### src/rtl/bitcheck_arbiter.sv
// Round-robin arbiter sharing one bitcheck unit between two requesters.
// One transaction in flight: accept, hold operands CHECK_LAT cycles, return the tagged result.
module bitcheck_arbiter #(
  parameter int CHECK_LAT = 2,
  parameter int CNT_W     = 16
) (
  input  logic             clk,
  input  logic             reset,
  input  logic             req0_valid,
  output logic             req0_ready,
  input  logic [31:0]      req0_date,
  input  logic             req0_fun,
  input  logic             req1_valid,
  output logic             req1_ready,
  input  logic [31:0]      req1_date,
  input  logic             req1_fun,
  output logic             rsp_valid,
  input  logic             rsp_ready,
  output logic             rsp_id,
  output logic [31:0]      rsp_result,
  output logic [31:0]      ck_date,
  output logic             ck_fun,
  input  logic [31:0]      ck_result,
  output logic [CNT_W-1:0] serve_cnt
);

  typedef enum logic [1:0] {S_IDLE, S_WAIT, S_RESP} state_t;

  localparam logic [3:0] LAT = 4'(CHECK_LAT);

  state_t           r_state;
  state_t           w_state_nxt;
  logic             r_prio;
  logic             r_id;
  logic             r_rsp_id;
  logic [3:0]       r_wait_cnt;
  logic [31:0]      r_ck_date;
  logic             r_ck_fun;
  logic [31:0]      r_rsp_result;
  logic [CNT_W-1:0] r_serve_cnt;

  logic w_grant;
  logic w_accept;
  logic w_last;
  logic w_handshake;

  always_comb begin
    // NOTE: every signal gets a default before any branch, so no path can infer a latch.
    w_grant     = req1_valid;
    w_accept    = (r_state == S_IDLE) && !reset && (req0_valid || req1_valid);
    w_last      = (r_state == S_WAIT) && (r_wait_cnt == 4'd1);
    w_handshake = (r_state == S_RESP) && rsp_ready;
    w_state_nxt = r_state;
    if (req0_valid && req1_valid) w_grant = r_prio;
    case (r_state)
      S_IDLE:  if (w_accept)    w_state_nxt = S_WAIT;
      S_WAIT:  if (w_last)      w_state_nxt = S_RESP;
      S_RESP:  if (w_handshake) w_state_nxt = S_IDLE;
      default: w_state_nxt = S_IDLE;
    endcase
  end

  // Ready is withheld during reset so nothing is accepted on a reset edge.
  assign req0_ready = w_accept && !w_grant;
  assign req1_ready = w_accept &&  w_grant;
  assign rsp_valid  = (r_state == S_RESP);
  assign rsp_id     = r_rsp_id;
  assign rsp_result = r_rsp_result;
  assign ck_date    = r_ck_date;
  assign ck_fun     = r_ck_fun;
  assign serve_cnt  = r_serve_cnt;

  always_ff @(posedge clk) begin
    // NOTE: sequential state uses non-blocking assignments so every register samples pre-edge values.
    if (reset) r_state <= S_IDLE;
    else       r_state <= w_state_nxt;
  end

  // Every datapath register is reset; an in-flight transaction is simply dropped.
  always_ff @(posedge clk) begin
    if (reset) begin
      r_prio       <= 1'b0;
      r_id         <= 1'b0;
      r_rsp_id     <= 1'b0;
      r_wait_cnt   <= 4'd0;
      r_ck_date    <= 32'd0;
      r_ck_fun     <= 1'b0;
      r_rsp_result <= 32'd0;
      r_serve_cnt  <= '0;
    end else begin
      if (w_accept) begin
        r_ck_date  <= w_grant ? req1_date : req0_date;
        r_ck_fun   <= w_grant ? req1_fun  : req0_fun;
        r_id       <= w_grant;
        r_wait_cnt <= LAT;
      end else if (r_state == S_WAIT) begin
        r_wait_cnt <= r_wait_cnt - 4'd1;
      end
      if (w_last) begin
        r_rsp_result <= ck_result;
        r_rsp_id     <= r_id;
      end
      if (w_handshake) begin
        r_serve_cnt <= r_serve_cnt + CNT_W'(1);
        r_prio      <= ~r_rsp_id;
      end
    end
  end

endmodule
### config.mk
export PLATFORM = sky130hd
export DESIGN_NAME = bitcheck_arbiter
export DESIGN_NICKNAME = d
export VERILOG_FILES = /design/src/rtl/bitcheck_arbiter.sv
export SDC_FILE = /design/constraint.sdc
export NUM_CORES = 1
export LEC_CHECK = 0
export BUFFER_PORTS_ARGS = -buffer_cell sky130_fd_sc_hd__buf_2
export CAP_MARGIN = 20
export CORE_AREA = 2 2 100 102
export DETAILED_ROUTE_END_ITERATION = 7
export DIE_AREA = 0 0 102 104
export PLACE_DENSITY = 0.82
export SLEW_MARGIN = 20
export SYNTH_ARGS = -nofsm -noshare
export SYNTH_HDL_FRONTEND = slang
export SYNTH_SLANG_ARGS = --single-unit
### constraint.sdc
create_clock -name clk -period 2.2 [get_ports clk]
set_input_delay 0.66 -clock clk [delete_from_list [all_inputs] [get_ports clk]]
set_output_delay 0.66 -clock clk [all_outputs]
set_load 0.02 [all_outputs]
==> flow_metrics.env <==
export IMPL_hp_class="flop to flop"
export IMPL_synth_distinct_cells=35
export IMPL_vdd_drop_max_mv=0.336
export IMPL_reg2reg_slack_ns=0.49
export IMPL_ys_warn_count=0
export IMPL_grt_pass1_vias=3396
export IMPL_drive_gt1_share_pct=36.9
export IMPL_critPathArrivalTime_ns=1.40
export IMPL_yosysSeqAreaShare_pct=48.8
export IMPL_p_int_uw=2740
export IMPL_grt_max_degree=63
export IMPL_drv_slew=0
export IMPL_io_pins=188
export IMPL_cts_tree="done"
export IMPL_comb_power_share_pct=15.8
export IMPL_final_cell_mix="186 x buf_2, 89 x dfxtp_1, 76 x nand2_1, 48 x nor2_1, 43 x a21oi_1"
export IMPL_power_density_mw_per_mm2=730
export IMPL_final_nets=706
export IMPL_final_common_cell="buf_2"
export IMPL_wl_met3_um=774
export IMPL_dieArea_mm2=0.0106
export IMPL_start_util_pct=38.7
export IMPL_gp_congestion=0.824
export IMPL_htreeDepth=3
export IMPL_crit_start="r_state[0]"
export IMPL_clock_path_buffers=2
export IMPL_netlist_area_mm2=0.00369
export IMPL_num_antenna_cells=0
export IMPL_row_count=36
export IMPL_ant_nets=0
export IMPL_die_width_um=102
export IMPL_port_buffers=187
export IMPL_clk_pin_slew_ns=0.08
export IMPL_core_area_mm2=0.00955
export IMPL_grt_pass1_wl_um=15400
export IMPL_avgViaCountPerCell=4.88
export IMPL_fill_cells=924
export IMPL_cp_max_fo=6
export IMPL_r2r_start="r_state[1]"
export IMPL_clock_latency_ns=0.35
export IMPL_post_route_cell_area_mm2=0.00504
export IMPL_worstSetupPathType="flop to output pin"
export IMPL_p_sw_share_pct=25.7
export IMPL_r2r_end="rsp_result[13]"
export IMPL_max_cap_viol_count=0
export IMPL_syn_nets=528
export IMPL_p_clk_share_pct=36.3
export IMPL_post_cts_buffers=0
export IMPL_final_core_util_pct=52.8
export IMPL_finClkSkew_ns=0.0105
export IMPL_placed_area_mm2=0.00479
export IMPL_clock_root_buffer="clkbuf_8"
export IMPL_antenna_found_initial=0
export IMPL_worstMarginPinSlew_ns=0.614
export IMPL_cts_buffers=9
export IMPL_drt_iter0_drc=82
export IMPL_outcome="complete, no violations"
export IMPL_grt_overflow=0
export IMPL_fp_dieH_um=104
export IMPL_p_switching_uw=947
export IMPL_endpoint="req0_ready"
export IMPL_finalSetupTns_ns=0
export IMPL_cts_sinks=90
export IMPL_max_freq_mhz=485
export IMPL_wire_per_inst_um=12.9
export IMPL_drtPass1Iterations=5
export IMPL_hpwlAfterDp_um=7200
export IMPL_leakagePower_uw=0.00243
export IMPL_power_uw=3680
export IMPL_drc=0
export IMPL_yosys_register_bits=90
export IMPL_p_seq_share_pct=47.9
export IMPL_period_share_pct=93.6
export IMPL_route_vias_total=3597
export IMPL_finalHoldViolCount=0
export IMPL_wl_met2_um=4560
export IMPL_wl_met1_um=4070
export IMPL_synthCells=422
export IMPL_top_layer="met4"
export IMPL_setup_viol=0
export IMPL_ff2ff_path_depth=7
export IMPL_syn2layout_area_growth_pct=36.6
export IMPL_worstSetupEndpointType="output pin"
export IMPL_timing_hold_ws_ns=0.453
export IMPL_startpoint_type="flop"
export IMPL_drt_total_wl_um=9510
export IMPL_rsz0062_at_grt="false"
export IMPL_grt_usage_pct=17.9
export IMPL_post_route_min_period_ns=2.06
export IMPL_max_slew_margin_pct=59.1
export IMPL_avgSynthCellArea_um2=8.75
export IMPL_required_ns=1.54
[power groups by stage]
stage / logic (uW) / clock network, uW / registers, uW
2_1_floorplan: 255 / 0 / 1890
3_3_place_gp: 564 / 0 / 1790
3_5_place_dp: 583 / 0 / 1800
4_1_cts: 583 / 1390 / 1760
5_1_grt: 639 / 1450 / 1780
6_report: 580 / 1340 / 1770
[flip-flops by register name, summed over array words and instances (netlist names)]
register,cells
ck_date,32
r_wait_cnt,4
ck_fun,1
r_prio,1
rsp_result,32
rsp_id,1
r_id,1
serve_cnt,16
r_state,2
[worst min path at each step]
stage,startpoint,endpoint,cells past startpoint
floorplan,r_id,rsp_id,2
global placement,rsp_result[18],rsp_result[18],2
detailed placement,rsp_result[20],rsp_result[20],2
CTS,rsp_result[20],rsp_result[20],2
global route,rsp_result[20],rsp_result[20],2
finish,rsp_result[20],rsp_result[20],2
[metal layers]
layer / track usage (%) / up-vias
met4: 5.71 / 0
met2: 29.5 / 131
met5: 0 / -
met3: 5.71 / 10
li1: - / 1806
met1: 21.9 / 1650
[cells in the mapped netlist]
cell      number  area [um^2]
and4_4         1         11.3
nor3b_1        1         7.51
o21a_1         1         7.51
nand4b_1       1         8.76
a211oi_1      33          248
and2_1         1         6.26
a21oi_1       43          215
inv_1          3         11.3
ha_1           3         37.5
nand2_1       76          285
clkbuf_1      20         75.1
buf_2          8         40.0
nand4_1        3         18.8
or3_1          4         25.0
mux2i_1       34          340
buf_4          2         15.0
nor2_1        49          184
nor4_1         1         6.26
nor2b_1        2         12.5
xnor2_1        4         35.0
nand3_1        7         35.0
o21ai_0        7         35.0
and3_2         1         7.51
and3_1         2         12.5
xor2_1         9         78.8
buf_6          1         11.3
nor3_1         7         35.0
nand3b_1       1         7.51
nand2b_1       2         12.5
nand4_4        1         21.3
or4_1          1         7.51
dfxtp_1       90         1800
o31ai_1        1         7.51
and4b_1        1         10.0
nand3_4        1         17.5
[cell type report]
| class | instances | area [um^2] | area share, % |
|---|---|---|---|
| Clock buffer | 10 | 138 | 2.73 |
| Sequential cell | 90 | 1800 | 35.7 |
| Timing Repair Buffer | 198 | 1050 | 20.8 |
| Tap cell | 133 | 166 | 3.30 |
| Inverter | 3 | 11.3 | 0.223 |
| Clock inverter | 5 | 103 | 2.03 |
| Multi-Input combinational cell | 298 | 1770 | 35.2 |
[what timing repair did]
item | 4_1_cts | 5_1_grt
hold buffers | 0 | 0
resized for setup | 1 | 5
pin swaps | 0 | 1
endpoints found under the setup margin | 1 | 1
[logic make-up after synthesis]
kind of cell,share of synthesized area [%]
AOI/OAI and AO/OA,13.9
xor gates and xnor gates,3.08
adders and majority gates,1.02
buffers and inverters,4.14
DFF,48.8
muxes,9.22
and+or+nand+nor,19.8
[stage by stage]
step | instances | setup slack [ns]
floorplan | 422 | -0.0660
global placement | 722 | 0.151
detailed placement | 722 | 0.139
CTS | 737 | 0.0439
global route | 737 | 0.0274
finish | 737 | 0.140
[critical path, stage by stage, from the launching register on]
cell,delay (ns)
dfxtp_2,0.36
nor2_4,0.13
o21ai_0,0.09
buf_4,0.16
nor3b_4,0.17
buf_6,0.14
No activity file was read; power rests on OpenSTA's default activity.
